File: config.mk
export PLATFORM = sky130hd
export DESIGN_NAME = wb_initiator
export DESIGN_NICKNAME = d
export VERILOG_FILES = /design/src/rtl/wb_initiator.sv
export SDC_FILE = /design/constraint.sdc
export NUM_CORES = 1
export LEC_CHECK = 0
export ABC_AREA = 0
export BUFFER_PORTS_ARGS = -buffer_cell sky130_fd_sc_hd__buf_2
export CAP_MARGIN = 20
export CORE_ASPECT_RATIO = 0.6
export CORE_MARGIN = 2
export CORE_UTILIZATION = 46
export DETAILED_ROUTE_END_ITERATION = 7
export GPL_TIMING_DRIVEN = 0
export PLACE_DENSITY = 0.87
export SYNTH_ARGS = -nofsm -noshare
export SYNTH_HDL_FRONTEND = slang
export SYNTH_SLANG_ARGS = --single-unit
File: constraint.sdc
create_clock -name clk_i -period 2 [get_ports clk_i]
set_input_delay 0.4 -clock clk_i [delete_from_list [all_inputs] [get_ports clk_i]]
set_output_delay 0.4 -clock clk_i [all_outputs]
set_load 0.01 [all_outputs]
File: src/rtl/wb_initiator.sv
// wb_initiator: Wishbone classic single-transfer master bridging a valid/ready request/response pair.
// Optional bus timeout is compiled in with `define WB_INITIATOR_TIMEOUT_EN.
module wb_initiator #(
  parameter int MAX_RETRIES    = 3,
  parameter int TIMEOUT_CYCLES = 255
) (
  input  logic        clk_i,
  input  logic        rst_ni,
  input  logic        req_valid_i,
  output logic        req_ready_o,
  input  logic [31:0] req_adr_i,
  input  logic        req_we_i,
  input  logic [3:0]  req_sel_i,
  input  logic [31:0] req_dat_i,
  output logic        rsp_valid_o,
  input  logic        rsp_ready_i,
  output logic [31:0] rsp_dat_o,
  output logic        rsp_err_o,
  output logic        rsp_timeout_o,
  output logic        cyc_o,
  output logic        stb_o,
  output logic [31:0] adr_o,
  output logic [3:0]  sel_o,
  output logic [31:0] dat_o,
  output logic        we_o,
  input  logic [31:0] dat_i,
  input  logic        ack_i,
  input  logic        err_i,
  input  logic        rty_i
);
  localparam int RW = MAX_RETRIES > 0 ? $clog2(MAX_RETRIES + 1) : 1;
  localparam logic [1:0] IDLE = 2'd0, BUS = 2'd1, BACKOFF = 2'd2, RESP = 2'd3;
  logic [1:0]  state_q, state_d;
  logic        req_ready_q, req_ready_d;
  logic        rsp_valid_q, rsp_valid_d;
  logic [31:0] rsp_dat_q, rsp_dat_d;
  logic        rsp_err_q, rsp_err_d;
  logic        cyc_q, cyc_d;
  logic [31:0] adr_q, adr_d;
  logic [3:0]  sel_q, sel_d;
  logic [31:0] dat_q, dat_d;
  logic        we_q, we_d;
  logic [RW-1:0] retry_q, retry_d;
  logic        done;
`ifdef WB_INITIATOR_TIMEOUT_EN
  logic [15:0] tmo_q, tmo_d;
  logic        rsp_tmo_q, rsp_tmo_d;
  assign rsp_timeout_o = rsp_tmo_q;
`else
  assign rsp_timeout_o = 1'b0;
`endif
  assign req_ready_o = req_ready_q;
  assign rsp_valid_o = rsp_valid_q;
  assign rsp_dat_o   = rsp_dat_q;
  assign rsp_err_o   = rsp_err_q;
  assign cyc_o       = cyc_q;
  assign stb_o       = cyc_q;
  assign adr_o       = adr_q;
  assign sel_o       = sel_q;
  assign dat_o       = dat_q;
  assign we_o        = we_q;
  // Next-state logic: accept, drive the bus, resolve termination (ack > err > rty > timeout), respond.
  always_comb begin
    state_d     = state_q;
    req_ready_d = req_ready_q;
    rsp_valid_d = rsp_valid_q;
    rsp_dat_d   = rsp_dat_q;
    rsp_err_d   = rsp_err_q;
    cyc_d       = cyc_q;
    adr_d       = adr_q;
    sel_d       = sel_q;
    dat_d       = dat_q;
    we_d        = we_q;
    retry_d     = retry_q;
    done        = 1'b0;
`ifdef WB_INITIATOR_TIMEOUT_EN
    tmo_d       = tmo_q;
    rsp_tmo_d   = rsp_tmo_q;
`endif
    case (state_q)
      IDLE: begin
        if (req_valid_i && req_ready_q) begin
          state_d     = BUS;
          req_ready_d = 1'b0;
          cyc_d       = 1'b1;
          adr_d       = req_adr_i;
          sel_d       = req_sel_i;
          we_d        = req_we_i;
          dat_d       = req_we_i ? req_dat_i : '0;
          retry_d     = '0;
`ifdef WB_INITIATOR_TIMEOUT_EN
          tmo_d       = '0;
`endif
        end else begin
          req_ready_d = 1'b1;
        end
      end
      BUS: begin
`ifdef WB_INITIATOR_TIMEOUT_EN
        rsp_tmo_d = 1'b0;
`endif
        if (ack_i) begin
          done      = 1'b1;
          rsp_err_d = 1'b0;
          rsp_dat_d = we_q ? '0 : dat_i;
        end else if (err_i || (rty_i && retry_q == RW'(MAX_RETRIES))) begin
          done      = 1'b1;
          rsp_err_d = 1'b1;
          rsp_dat_d = '0;
        end else if (rty_i) begin
          retry_d = retry_q + 1'b1;
          cyc_d   = 1'b0;
          state_d = BACKOFF;
        end
`ifdef WB_INITIATOR_TIMEOUT_EN
        else if (tmo_q == 16'(TIMEOUT_CYCLES - 1)) begin
          done      = 1'b1;
          rsp_err_d = 1'b1;
          rsp_dat_d = '0;
          rsp_tmo_d = 1'b1;
        end else begin
          tmo_d = tmo_q + 16'd1;
        end
`endif
      end
      BACKOFF: begin
        cyc_d   = 1'b1;
        state_d = BUS;
`ifdef WB_INITIATOR_TIMEOUT_EN
        tmo_d   = '0;
`endif
      end
      default: begin
        if (rsp_ready_i) begin
          rsp_valid_d = 1'b0;
          req_ready_d = 1'b1;
          state_d     = IDLE;
        end
      end
    endcase
    if (done) begin
      state_d     = RESP;
      rsp_valid_d = 1'b1;
      cyc_d       = 1'b0;
      adr_d       = '0;
      sel_d       = '0;
      dat_d       = '0;
      we_d        = 1'b0;
    end
  end
  // State and registered outputs; async reset drops the bus cycle immediately.
  always_ff @(posedge clk_i or negedge rst_ni) begin
    if (!rst_ni) begin
      state_q     <= IDLE;
      req_ready_q <= 1'b0;
      rsp_valid_q <= 1'b0;
      rsp_dat_q   <= '0;
      rsp_err_q   <= 1'b0;
      cyc_q       <= 1'b0;
      adr_q       <= '0;
      sel_q       <= '0;
      dat_q       <= '0;
      we_q        <= 1'b0;
      retry_q     <= '0;
`ifdef WB_INITIATOR_TIMEOUT_EN
      tmo_q       <= '0;
      rsp_tmo_q   <= 1'b0;
`endif
    end else begin
      state_q     <= state_d;
      req_ready_q <= req_ready_d;
      rsp_valid_q <= rsp_valid_d;
      rsp_dat_q   <= rsp_dat_d;
      rsp_err_q   <= rsp_err_d;
      cyc_q       <= cyc_d;
      adr_q       <= adr_d;
      sel_q       <= sel_d;
      dat_q       <= dat_d;
      we_q        <= we_d;
      retry_q     <= retry_d;
`ifdef WB_INITIATOR_TIMEOUT_EN
      tmo_q       <= tmo_d;
      rsp_tmo_q   <= rsp_tmo_d;
`endif
    end
  end
endmodule

-- Yosys cells after proc, flatten, opt, wreduce, memory -nomap -nowiden
Index checks and enable logic that the tools add are counted.
W data, S select, Z words.
- flip-flop bits (word level): 109
- input port bits: 108
- output and inout bits: 107
- logic and storage cells: 91
- $add $sub $neg: 1
- eq/ne operators: 12
- mux-type cells: 45
- bitwise gates (word level): 1
- reductions and logical operators: 21
- operators with widths (kind ; count):
    $mux W32 ; 10
    $mux W2 ; 10
    $mux W1 ; 18
    $reduce_and A5 Y1 ; 3
    $mux W4 ; 3
    $ne A3 B3 Y1 const B ; 4
    $reduce_bool A2 Y1 ; 6
    $ne A2 B2 Y1 const B ; 4
    $reduce_and A2 Y1 ; 4
    $pmux W2 S3 ; 1
    $reduce_bool A5 Y1 ; 1
    $eq A2 B2 Y1 const B ; 2
    $pmux W2 S2 ; 1
    $reduce_bool A4 Y1 ; 1
    $pmux W1 S3 ; 1
    $reduce_or A3 Y1 ; 1
    $add A2 B1 Y2 const B ; 1
    $eq A2 B1 Y1 const B ; 1
    $logic_and A1 B1 Y1 ; 2
    $logic_not A2 Y1 ; 1
    $ne A2 B1 Y1 const B ; 1
    $pmux W1 S2 ; 1
    $reduce_or A2 Y1 ; 1
    $logic_or A1 B1 Y1 ; 1
    $not A1 Y1 ; 1

-- Logic depth before layout (Yosys ltp)
Gate-level depths: netlist of the first run.
- depth in word-level cells: 8
- depth in mapped cells: 9
- gate-level depth less buffers: 5

-- Worst setup path after synthesis of the first run
OpenSTA, ideal clock, no wires.
- path kind: reg2reg
- from: reg state_q[0]
- to: reg state_q[1]
- setup time: 0.128 ns
- arrival: 1.548 ns
- data required time: 1.872 ns
- path slack: 0.324 ns
- cell stages (with the launch flop): 7
- path buffers: 1
- period minus slack after synthesis: 1.676 ns
- path through: dfrtp_1 > inv_1 > ha_1 > buf_2 > a21boi_4 > o32ai_1 > mux2_1
- cells in the longest elaborated chain, start to end: 4
- elaborated cells between the ends (all ways): 12
- classes of those cells: eq/ne: 6; mux: 3; reduce/logical: 3
- RTL lines (item ; RTL line ; RTL):
    start: declaration ; 33 ; logic [1:0] state_q, state_d;
    start signal: assignment ; 170 ; state_q <= state_d;
    $eq A2 B1 Y1 ; 80 ; case (state_q)
    $mux W1 ; 80 ;
    $ne A3 B3 Y1 (no line) or $reduce_bool A5 Y1 (tied branches) ; -- ;
    $reduce_and A5 Y1 (no line) ; -- ;
Several ways; a longest one is shown, not always the timed one.
A chain may end at the register's enable or synchronous reset.

-- Worst setup path after layout of the first run
Ends and elaborated chain as after synthesis.

==> metrics.cfg, run 1 <==
[cells_and_area]
final_util = 0.645
synthToLayoutAreaGrowth_pct = 34.9
mostFrequentLayoutCells = buf_2, nand2_1, dfrtp_1
antenna_cells = 0
drive_above_1_share = 0.395
layout.nets = 770
layout_commonest_cell = buf_2
stdcell_count = 791

[worst_setup_path]
cp_data_required_time_ps = 2220
startpoint_type = flip-flop
startpoint = state_q[0]$_DFFE_PN0P_
rr_endpoint = state_q[1]$_DFFE_PN0P_
end_kind = flip-flop
critPathKind = reg -> reg
r2r_slack_ps = 110
crit_end = state_q[1]$_DFFE_PN0P_
worst_ep_arrival_time_ps = 2110
r2r_cells = 6
cp_max_fo = 8
r2r_start = state_q[0]$_DFFE_PN0P_

[logic_synthesis]
ys_seq_elements = 109
syn_area_mm2 = 0.00445
syn_nets = 546
synth_warnings = 0
yosysSeqAreaShare = 0.614
syn_inst = 432
syn_area_per_cell_um2 = 10.3
yosysUniqueCellTypes = 36

[power_and_ir_drop]
power_density_mw_per_mm2 = 1520
p_total_w = 0.00913
p_leak_nw = 3.18
ir_worst_vdd_mv = 0.807

[placement]
dp_slack_ps = 7.93
gp_congestion = 0.857
hpwlAfterDp_um = 9390
port_buffers = 212
place_inst = 775

[detailed_routing]
routed_wl_um = 12400
wl_per_cell_um = 15.6
avgViaCountPerCell = 5.15
drt_first_iter_violations = 197
drtPass1Iterations = 5
route.detailed.drc = 0
ant_nets = 0
routed-via-count = 4072

[hold_path]
hold_class = in -> async

[grt]
overflow = 0
grt_pass1_vias = 3961
antenna_found_initial = 0
grt_pass1_wl_um = 19100
grtUsageTotal = 0.234
grt_max_degree = 69

[clocking]
post-cts-setup-buffers = 0
clock_sinks = 109
tritoncts = built
clkTransAtPathRegs_ps = 70
cts_root_buffer = clkbuf_16
cts_buffers = 9
clock_latency_ps = 340
cts-htree-levels = 3
clock_path_buffers = 2

[die]
die_x_um = 131
ioPinCount = 215
rows = 27
initial_core_util = 0.479
die-height_um = 80.2
core-area_mm2 = 0.00929
dieArea_mm2 = 0.0105

[timing]
period_share = 0.946
fin_crit_ps = 1890
slew_headroom = 0.628
hold_viol_final = 0
fmax_ghz = 0.529
tightest_slew_ps = 559
fin_ws_ps = 108
drv_slew = 0
holdWs_ps = 48.3
setup_viol_count_final = 0
clock_skew_ps = 4.95
rsz0062_at_grt = false

[run]
max_cap_violations = 0

[outcome]
status = finished clean

## sequential cells by signal, indices dropped and copies added (netlist names)
signal / flops
adr_o: 32
retry_q: 2
rsp_dat_o: 32
sel_o: 4
req_ready_o: 1
dat_o: 32
rsp_err_o: 1
we_o: 1
cyc_o: 1
state_q: 2
rsp_valid_o: 1
## layer usage
layer | wire length (um) | up-vias | GRT usage
met5 | 0 | - | 0
met4 | 126 | 0 | 0.0543
met3 | 904 | 14 | 0.0666
met2 | 6020 | 153 | 0.400
met1 | 5290 | 1968 | 0.298
li1 | - | 1937 | -
## per-stage QoR
stage	TNS [ps]	instance area, um2
2_1_floorplan	0	4450
5_1_grt	0	6000
6_report	0	6000
3_3_place_gp	-65570	5670
3_5_place_dp	0	5700
4_1_cts	0	5980
## worst min path at each step
stage | from | to | slack [ps] | cells past startpoint
finish | rst_ni | dat_o[9]$_DFFE_PN0P_ | 50 | 1
global route | rst_ni | dat_o[9]$_DFFE_PN0P_ | 80 | 1
CTS | rst_ni | dat_o[9]$_DFFE_PN0P_ | 60 | 1
detailed placement | rst_ni | dat_o[9]$_DFFE_PN0P_ | 430 | 1
global placement | rsp_valid_o$_DFFE_PN0P_ | rsp_valid_o$_DFFE_PN0P_ | 460 | 2
floorplan | rst_ni | adr_o[0]$_DFFE_PN0P_ | 100 | 0
## layout make-up
| type | instances | area [um2] |
|---|---|---|
| clock buffer | 11 | 243 |
| timing repair buffer | 213 | 1090 |
| fill | 777 | 3290 |
| sequential | 109 | 2730 |
| clock inverter | 5 | 36.3 |
| tap | 130 | 163 |
| multi-input combinational | 281 | 1520 |
| inverter | 6 | 22.5 |
| buffer | 36 | 198 |
## repair_timing
action | CTS | global route
cloned | 0 | 0
setup endpoints to repair | 3 | 74
gates resized for setup | 1 | 16
hold buffers | 0 | 0
## cell families (layout without fill, tap and decap cells)
group           count (synthesis)  count (layout)  synth area share
buf+inv                        42             271            0.0467
simple gates                  156             156             0.145
mux                             2               2           0.00478
compound gates                116             116             0.173
other cells                     1               1          0.000844
fa+ha+maj                       6               6            0.0169
flops                         109             109             0.614
## worst max-delay path, cell delays in order (launching register included)
cell and delay (ps):
dfrtp_1 450, inv_1 100, ha_1 200, buf_2 160, a21boi_4 160, o32ai_1 340, mux2_1 370
## Yosys cell counts (all sizes together)
cell type,n,share of area
a211oi,1,0.0028
o22a,1,0.0020
o32ai,1,0.0020
a21boi,1,0.0042
and3,1,0.0014
inv,6,0.0051
nor2,6,0.0056
nor2b,1,0.0014
or3,1,0.0014
mux2i,1,0.0023
dfrtp,109,0.61
a22oi,1,0.0017
a21bo,1,0.0023
a21oi,70,0.079
a211o,1,0.0020
o21bai,1,0.0017
buf,19,0.027
o22ai,1,0.0014
nor3,1,0.0011
ha,6,0.017
a22o,32,0.063
o31ai,1,0.0017
nand2,111,0.094
o21a,1,0.0017
nand4,1,0.0014
conb,1,0.00084
nand3,33,0.037
a2111oi,1,0.0034
mux2,1,0.0025
clkbuf,17,0.014
nor4,1,0.0014
o31a,2,0.0039
## where the power goes
part / leakage (nW) / total [W] / switching [W] / internal, W
sequential: 1.45 / 0.00366 / 0.000542 / 0.00312
clock: 0.128 / 0.00166 / 0.000779 / 0.000880
combinational: 1.60 / 0.00382 / 0.00219 / 0.00163
Power figures use the tool's default switching activity.
==> run 2, diff against run 1 <==
==> config.mk (replaced) <==
export PLATFORM = sky130hd
export DESIGN_NAME = wb_initiator
export DESIGN_NICKNAME = d
export VERILOG_FILES = /design/src/rtl/wb_initiator.sv
export SDC_FILE = /design/constraint.sdc
export NUM_CORES = 1
export LEC_CHECK = 0
export ABC_AREA = 1
export BUFFER_PORTS_ARGS = -buffer_cell sky130_fd_sc_hd__buf_2
export CAP_MARGIN = 20
export CORE_ASPECT_RATIO = 0.6
export CORE_MARGIN = 2
export CORE_UTILIZATION = 45
export DETAILED_ROUTE_END_ITERATION = 7
export GPL_TIMING_DRIVEN = 0
export PLACE_DENSITY = 0.84
export SYNTH_ARGS = -nofsm -noshare
export SYNTH_HDL_FRONTEND = slang
export SYNTH_SLANG_ARGS = --single-unit
==> metrics.cfg, run 2 <==
[clocking]
ctsResizeCount = 0  ; -1
tritoncts = built
cts_buffers = 9  ; unchanged
cts_root_buffer = clkbuf_16
clock_sinks = 109  ; unchanged
clkTransAtPathRegs_ps = 70  ; about the same
clock_path_buffers = 2  ; unchanged
cts-htree-levels = 3  ; unchanged
cts_hold_buf = 0  ; unchanged
clock_latency_ps = 340  ; about the same
post-cts-setup-buffers = 0  ; unchanged

[timing]
drv_slew = 0  ; unchanged
clock_skew_ps = 10.3  ; +5.39 ps
slew_headroom = 0.474  ; -0.154
fin_crit_ps = 1870  ; -25.1 ps
hold_viol_final = 0  ; unchanged
setup_viol_count_final = 0  ; unchanged
fin_ws_ps = 134  ; +25.1 ps
rsz0062_at_grt = false
fmax_ghz = 0.536  ; +1.3%
tightest_slew_ps = 789  ; +231 ps
holdWs_ps = 128  ; +79.7 ps
period_share = 0.933  ; -0.0126

[detailed_routing]
avgViaCountPerCell = 4.63  ; -10%
wl_met2_um = 5500  ; -8.7%
top_layer_used = met4
wl_per_cell_um = 12.8  ; -18%
routed_wl_um = 12100  ; -2.4%
routed-via-count = 4366  ; +7.2%
ant_nets = 0  ; unchanged
route.detailed.drc = 0  ; unchanged
wl_met1_um = 5520  ; +4.3%
drt_first_iter_violations = 213  ; +8.1%
wl_met3_um = 1010  ; +11%
drtPass1Iterations = 4  ; -1

[logic_synthesis]
ys.flop_type = dfrtp_1
synth-async-reset-ratio = 1.00  ; unchanged
synth_warnings = 0  ; unchanged
synth_top_family_by_area = simple AND/OR/NAND/NOR gates
netlist_top_cells_count = nand2_1, dfrtp_1, nand3_1, inv_1, buf_2
syn_area_mm2 = 0.00472  ; +6.1%
yosysSeqAreaShare = 0.578  ; -0.0355
synth_edf_count = 0  ; unchanged
synthMuxAreaShare = 0  ; -0.00478
syn_nets = 692  ; +27%
syn_area_per_cell_um2 = 8.16  ; -21%
ys_seq_elements = 109  ; unchanged
synth_top_area_frac = 0.578  ; -0.0355
ys_top_cells_by_area = dfrtp_1, nand2_1, nand3_1
synth-xor-area-share = 0  ; unchanged
yosysUniqueCellTypes = 20  ; -44%
yosysTopAreaCell = dfrtp_1
synth_compound_area_frac = 0.00530  ; -0.167
yosys.area_share.simple = 0.325  ; +0.180
synthAdderAreaFrac = 0.0159  ; -0.000976
synthMostInstantiatedCell = nand2_1
syn_inst = 578  ; +34%

[worst_setup_path]
crit_top_cell = buf_2
critPathKind = reg -> reg
startpoint_type = flip-flop
crit_slowest_cell = dfrtp_1
end_kind = flip-flop
startpoint = state_q[0]$_DFFE_PN0P_
max_stage_delay_ps = 410  ; -40 ps
cp_data_required_time_ps = 2230  ; about the same
r2r_start = state_q[0]$_DFFE_PN0P_
cp_cell_sequence = inv_1 -> ha_1 -> nand3_2 -> buf_2 -> buf_2 -> nand3_1 -> nand2_1
cp_max_fo = 10  ; +2
worst_ep_arrival_time_ps = 2090  ; -20 ps

[power_and_ir_drop]
p_total_w = 0.00935  ; +2.4%
power_density_mw_per_mm2 = 1490  ; -2.1%
ir_worst_vdd_mv = 0.667  ; -17%
p_leak_nw = 4.07  ; +28%

[cells_and_area]
antenna_cells = 0  ; unchanged
layout.nets = 917  ; +19%
mostFrequentLayoutCells = nand2_1, buf_2, dfrtp_1
regArea_mm2 = 0.00273  ; unchanged
design_area_mm2 = 0.00627  ; +4.6%
synthToLayoutAreaGrowth_pct = 32.9
num-fill-cells = 882  ; +14%
stdcell_count = 943  ; +19%
layout_commonest_cell = nand2_1
drive_above_1_share = 0.318  ; -0.0768
multiInputGateArea_mm2 = 0.00164  ; +7.9%

[die]
die_x_um = 136  ; +4.0%
core-area_mm2 = 0.0100  ; +7.9%
dieArea_mm2 = 0.0113  ; +8.1%
initial_core_util = 0.471  ; -0.00761
ioPinCount = 215  ; unchanged
rows = 28  ; +3.7%
die-height_um = 83.3  ; +3.9%

[placement]
dp_slack_ps = 156  ; +148 ps
placed_area_mm2 = 0.00598  ; +5.0%
port_buffers = 213  ; +0.47%
gp_congestion = 0.796  ; -7.1%
hpwlAfterDp_um = 9290  ; -1.0%
place_inst = 927  ; +20%

[grt]
grt_pass1_wl_um = 19200  ; +0.76%
grt_max_degree = 62  ; -10%
grtUsageTotal = 0.214  ; -0.0203
overflow = 0  ; unchanged
grt_pass1_vias = 4045  ; +2.1%
antenna_found_initial = 0  ; unchanged

[hold_path]
hold_class = in -> async

[run]
max_cap_violations = 0  ; unchanged

[outcome]
status = finished clean

run 2: cell count changes after synthesis, sizes merged, moves of 2 or more:
cell / delta
nand3: +37
a22o: -32
nand2: +188
buf: +6
a21oi: -69
o21ai: +4
o31a: -2
inv: +40
clkbuf: -9
run 2: cells by family (layout without fill, tap and decap cells):
group	after synthesis	count (layout)
fa+ha+maj	6	6
flops	109	109
simple gates	378	378
buf+inv	79	309
compound gates	5	5
other cells	1	1
run 2: metrics by stage:
stage / TNS (ps) / util
CTS: 0 / 0.626
detailed placement: 0 / 0.597
floorplan: 0 / -
global placement: -71950 / 0.594
finish: 0 / 0.626
global route: 0 / 0.626
run 2: path summary, 6_finish.rpt:
path                       slack (ps)                   endpoint  depth (start not counted)
hold / removal                    130      dat_o[22]$_DFFE_PN0P_                          1
hold reg to reg                   470   rsp_dat_o[7]$_DFFE_PN0P_                          2
setup reg to reg                  130      dat_o[19]$_DFFE_PN0P_                          7
min in group clk_i                260  rsp_dat_o[24]$_DFFE_PN0P_                          3
setup / recovery                  130      dat_o[19]$_DFFE_PN0P_                          7
max in group asynchronous        1150  rsp_dat_o[18]$_DFFE_PN0P_                          2
run 2: power by group:
| part | leakage (nW) | switching [W] | total (W) | internal (W) |
|---|---|---|---|---|
| sequential | 1.44 | 0.000499 | 0.00359 | 0.00310 |
| clock | 0.137 | 0.000789 | 0.00168 | 0.000894 |
| combinational | 2.49 | 0.00255 | 0.00407 | 0.00152 |
| total | 4.07 | 0.00384 | 0.00935 | 0.00551 |
run 2: layer usage:
| layer | GRT usage | up-vias |
|---|---|---|
| met4 | 0.0313 | 0 |
| met3 | 0.0672 | 4 |
| met1 | 0.286 | 1993 |
| li1 | - | 2200 |
| met5 | 0 | - |
| met2 | 0.349 | 169 |
run 2: critical path, delay by kind of cell (launching register included):
kind / cells / cell delay (ps)
buf+inv: 3 / 610
simple gates: 3 / 470
fa+ha+maj: 1 / 260
flops: 1 / 410
run 2: final cells by class:
| type | instances | area share |
|---|---|---|
| plain buffers | 33 | 0.0291 |
| clock inverters | 5 | 0.00678 |
| flip-flops and latches | 109 | 0.435 |
| multi-input cells | 390 | 0.261 |
| inverters | 46 | 0.0279 |
| clock buffers | 11 | 0.0387 |
| well taps | 135 | 0.0269 |
| repair buffers | 214 | 0.175 |
==> run 3, diff against run 2 <==
--- a/config.mk
+++ b/config.mk
@@ -5,7 +5,7 @@
 export SDC_FILE = /design/constraint.sdc
 export NUM_CORES = 1
 export LEC_CHECK = 0
-export ABC_AREA = 1
+export ABC_AREA = 0
 export BUFFER_PORTS_ARGS = -buffer_cell sky130_fd_sc_hd__buf_2
 export CAP_MARGIN = 20
 export CORE_ASPECT_RATIO = 0.6
@@ -13,7 +13,7 @@
 export CORE_UTILIZATION = 45
 export DETAILED_ROUTE_END_ITERATION = 7
 export GPL_TIMING_DRIVEN = 0
-export PLACE_DENSITY = 0.84
+export PLACE_DENSITY = 0.85
 export SYNTH_ARGS = -nofsm -noshare
 export SYNTH_HDL_FRONTEND = slang
 export SYNTH_SLANG_ARGS = --single-unit
==> constraint.sdc (replaced) <==
create_clock -name clk_i -period 2 [get_ports clk_i]
set_input_delay 0.2 -clock clk_i [delete_from_list [all_inputs] [get_ports clk_i]]
set_output_delay 0.2 -clock clk_i [all_outputs]
set_load 0.01 [all_outputs]
==> metrics.cfg, run 3 (synthesized netlist as in run 1, its figures left out) <==
[clocking]
cts-htree-levels = 3  ; unchanged
cts_root_buffer = clkbuf_16
clock_path_buffers = 2  ; unchanged
cts_buffers = 9  ; unchanged
tritoncts = built
post-cts-setup-buffers = 0  ; unchanged
clock_sinks = 109  ; unchanged
clock_latency_ps = 340  ; about the same
clkTransAtPathRegs_ps = 70  ; about the same

[worst_setup_path]
critPathKind = reg -> reg
cp_max_fo = 8  ; -2
cp_cell_sequence = inv_1 -> ha_1 -> buf_2 -> a21boi_4 -> o31a_1 -> or3_1
max_stage_delay_ps = 430  ; +20 ps
cp_data_required_time_ps = 2210  ; -20 ps
worst_ep_arrival_time_ps = 2050  ; -40 ps
startpoint_type = flip-flop
end_kind = flip-flop
crit_slowest_cell = dfrtp_1
r2r_slack_ps = 170  ; +30 ps

[grt]
grt_use_met2 = 0.382  ; +0.0323
overflow = 0  ; unchanged
antenna_found_initial = 0  ; unchanged
grtUsageTotal = 0.230  ; +0.0160
top_usage_layer = met2
met1_usage = 0.289  ; +0.00285
grt_max_degree = 59  ; -4.8%
met3_usage = 0.0849  ; +0.0177
grt_pass1_vias = 3966  ; -2.0%
grt_pass1_wl_um = 19400  ; +0.94%

[cells_and_area]
mostFrequentLayoutCells = buf_2, nand2_1, dfrtp_1
design_area_mm2 = 0.00606  ; -3.4%
antenna_cells = 0  ; unchanged
drive_above_1_share = 0.402  ; +0.0837
final_util = 0.622  ; -0.00370
num-fill-cells = 820  ; -7.0%
layout.nets = 771  ; -16%
synthToLayoutAreaGrowth_pct = 36.3
layout_commonest_cell = buf_2

[detailed_routing]
wl_per_cell_um = 15.2  ; +19%
routed-via-count = 4097  ; -6.2%
route.detailed.drc = 0  ; unchanged
avgViaCountPerCell = 5.14  ; +11%
ant_nets = 0  ; unchanged
routed_wl_um = 12100  ; +0.27%
drtPass1Iterations = 4  ; unchanged
drt_first_iter_violations = 155  ; -27%

[timing]
rsz0062_at_grt = false
tightest_slew_ps = 679  ; -110 ps
period_share = 0.917  ; -0.0160
fin_crit_ps = 1830  ; -31.9 ps
drv_slew = 0  ; unchanged
fmax_ghz = 0.545  ; +1.7%
clock_skew_ps = 6.90  ; -3.45 ps
hold_viol_final = 0  ; unchanged
slew_headroom = 0.547  ; +0.0734
setup_viol_count_final = 0  ; unchanged

[placement]
placed_area_mm2 = 0.00571  ; -4.6%
port_buffers = 212  ; -0.47%
hpwlAfterDp_um = 9100  ; -2.1%
gp_congestion = 0.871  ; +9.4%

[hold_path]
hold_class = in -> reg

[power_and_ir_drop]
seqPwrFrac = 0.387  ; +0.003
swShare = 0.374  ; -0.0366
p_comb_frac = 0.409  ; -0.027
power_density_mw_per_mm2 = 1540  ; +3.6%
p_int_w = 0.00586  ; +6.3%
ir_worst_vdd_mv = 0.626  ; -6.1%
pwr-share-clk = 0.204  ; +0.024
p_leak_nw = 3.23  ; -21%
p_sw_w = 0.00350  ; -8.8%

[die]
rows = 28  ; unchanged
core-area_mm2 = 0.00974  ; -2.8%
initial_core_util = 0.456  ; -0.0145
die-height_um = 81.0  ; -2.8%
ioPinCount = 215  ; unchanged
die_x_um = 132  ; -2.8%
dieArea_mm2 = 0.0107  ; -5.6%

[outcome]
status = finished clean

[run]
max_cap_violations = 0  ; unchanged

==> run 3: per-layer routing <==
| layer | up-vias | share of wire |
|---|---|---|
| li1 | 1925 | - |
| met5 | - | 0 |
| met4 | 0 | 0.012 |
| met1 | 1973 | 0.42 |
| met2 | 183 | 0.48 |
| met3 | 16 | 0.093 |
==> run 3: area by class of cell <==
cell class / count / area [um2] / area share
well taps: 135 / 169 / 0.0279
flip-flops and latches: 109 / 2730 / 0.450
repair buffers: 214 / 1100 / 0.182
plain buffers: 36 / 201 / 0.0332
clock inverters: 6 / 93.8 / 0.0155
inverters: 6 / 22.5 / 0.00372
clock buffers: 10 / 229 / 0.0378
multi-input cells: 281 / 1520 / 0.250
==> run 3: power by group through the flow <==
stage               registers, W  logic [W]  clock network, W
floorplan                0.00405    0.00180                 0
global placement         0.00359    0.00368                 0
CTS                      0.00362    0.00384           0.00196
detailed placement       0.00364    0.00382                 0
global route             0.00373    0.00423           0.00205
finish                   0.00362    0.00383           0.00191
==> run 3: what timing repair did <==
item,CTS,global route
gates resized for setup,0,27
hold endpoints to repair,51,0
hold buffers,1,0
setup endpoints to repair,0,78
==> run 3: path summary, 6_finish.rpt <==
| check | startpoint | to | cells past startpoint |
|---|---|---|---|
| worst min-delay path | dat_i[8] | rsp_dat_o[8]$_DFFE_PN0P_ | 2 |
| max in group asynchronous | rst_ni | dat_o[2]$_DFFE_PN0P_ | 3 |
| worst max-delay path | state_q[0]$_DFFE_PN0P_ | state_q[0]$_DFFE_PN0P_ | 6 |
| min in group asynchronous | rst_ni | rsp_dat_o[12]$_DFFE_PN0P_ | 2 |
| worst max register to register | state_q[0]$_DFFE_PN0P_ | state_q[0]$_DFFE_PN0P_ | 6 |
| worst min register to register | retry_q[0]$_DFFE_PN0P_ | retry_q[0]$_DFFE_PN0P_ | 1 |
==> run 3: per-stage QoR <==
| step | std cells | total power (W) | setup TNS, ps | setup WS [ps] | hold slack, ps |
|---|---|---|---|---|---|
| after global routing | 797 | 0.0100 | 0 | 10.7 | 54.8 |
| after detailed placement | 780 | 0.00746 | 0 | 69.2 | 279 |
| after global placement | 779 | 0.00726 | -40400 | -379 | 419 |
| final | 797 | 0.00936 | 0 | 165 | 75.5 |
| after floorplan | 432 | 0.00584 | 0 | 324 | -95.6 |
| after CTS | 797 | 0.00942 | 0 | 39.0 | 57.4 |
==> run 3: worst max-delay path, delay by kind of cell, from the launching register on <==
family,cells,cell delay [ps]
flops,1,430
buf+inv,2,250
simple gates,1,360
fa+ha+maj,1,200
compound gates,2,480
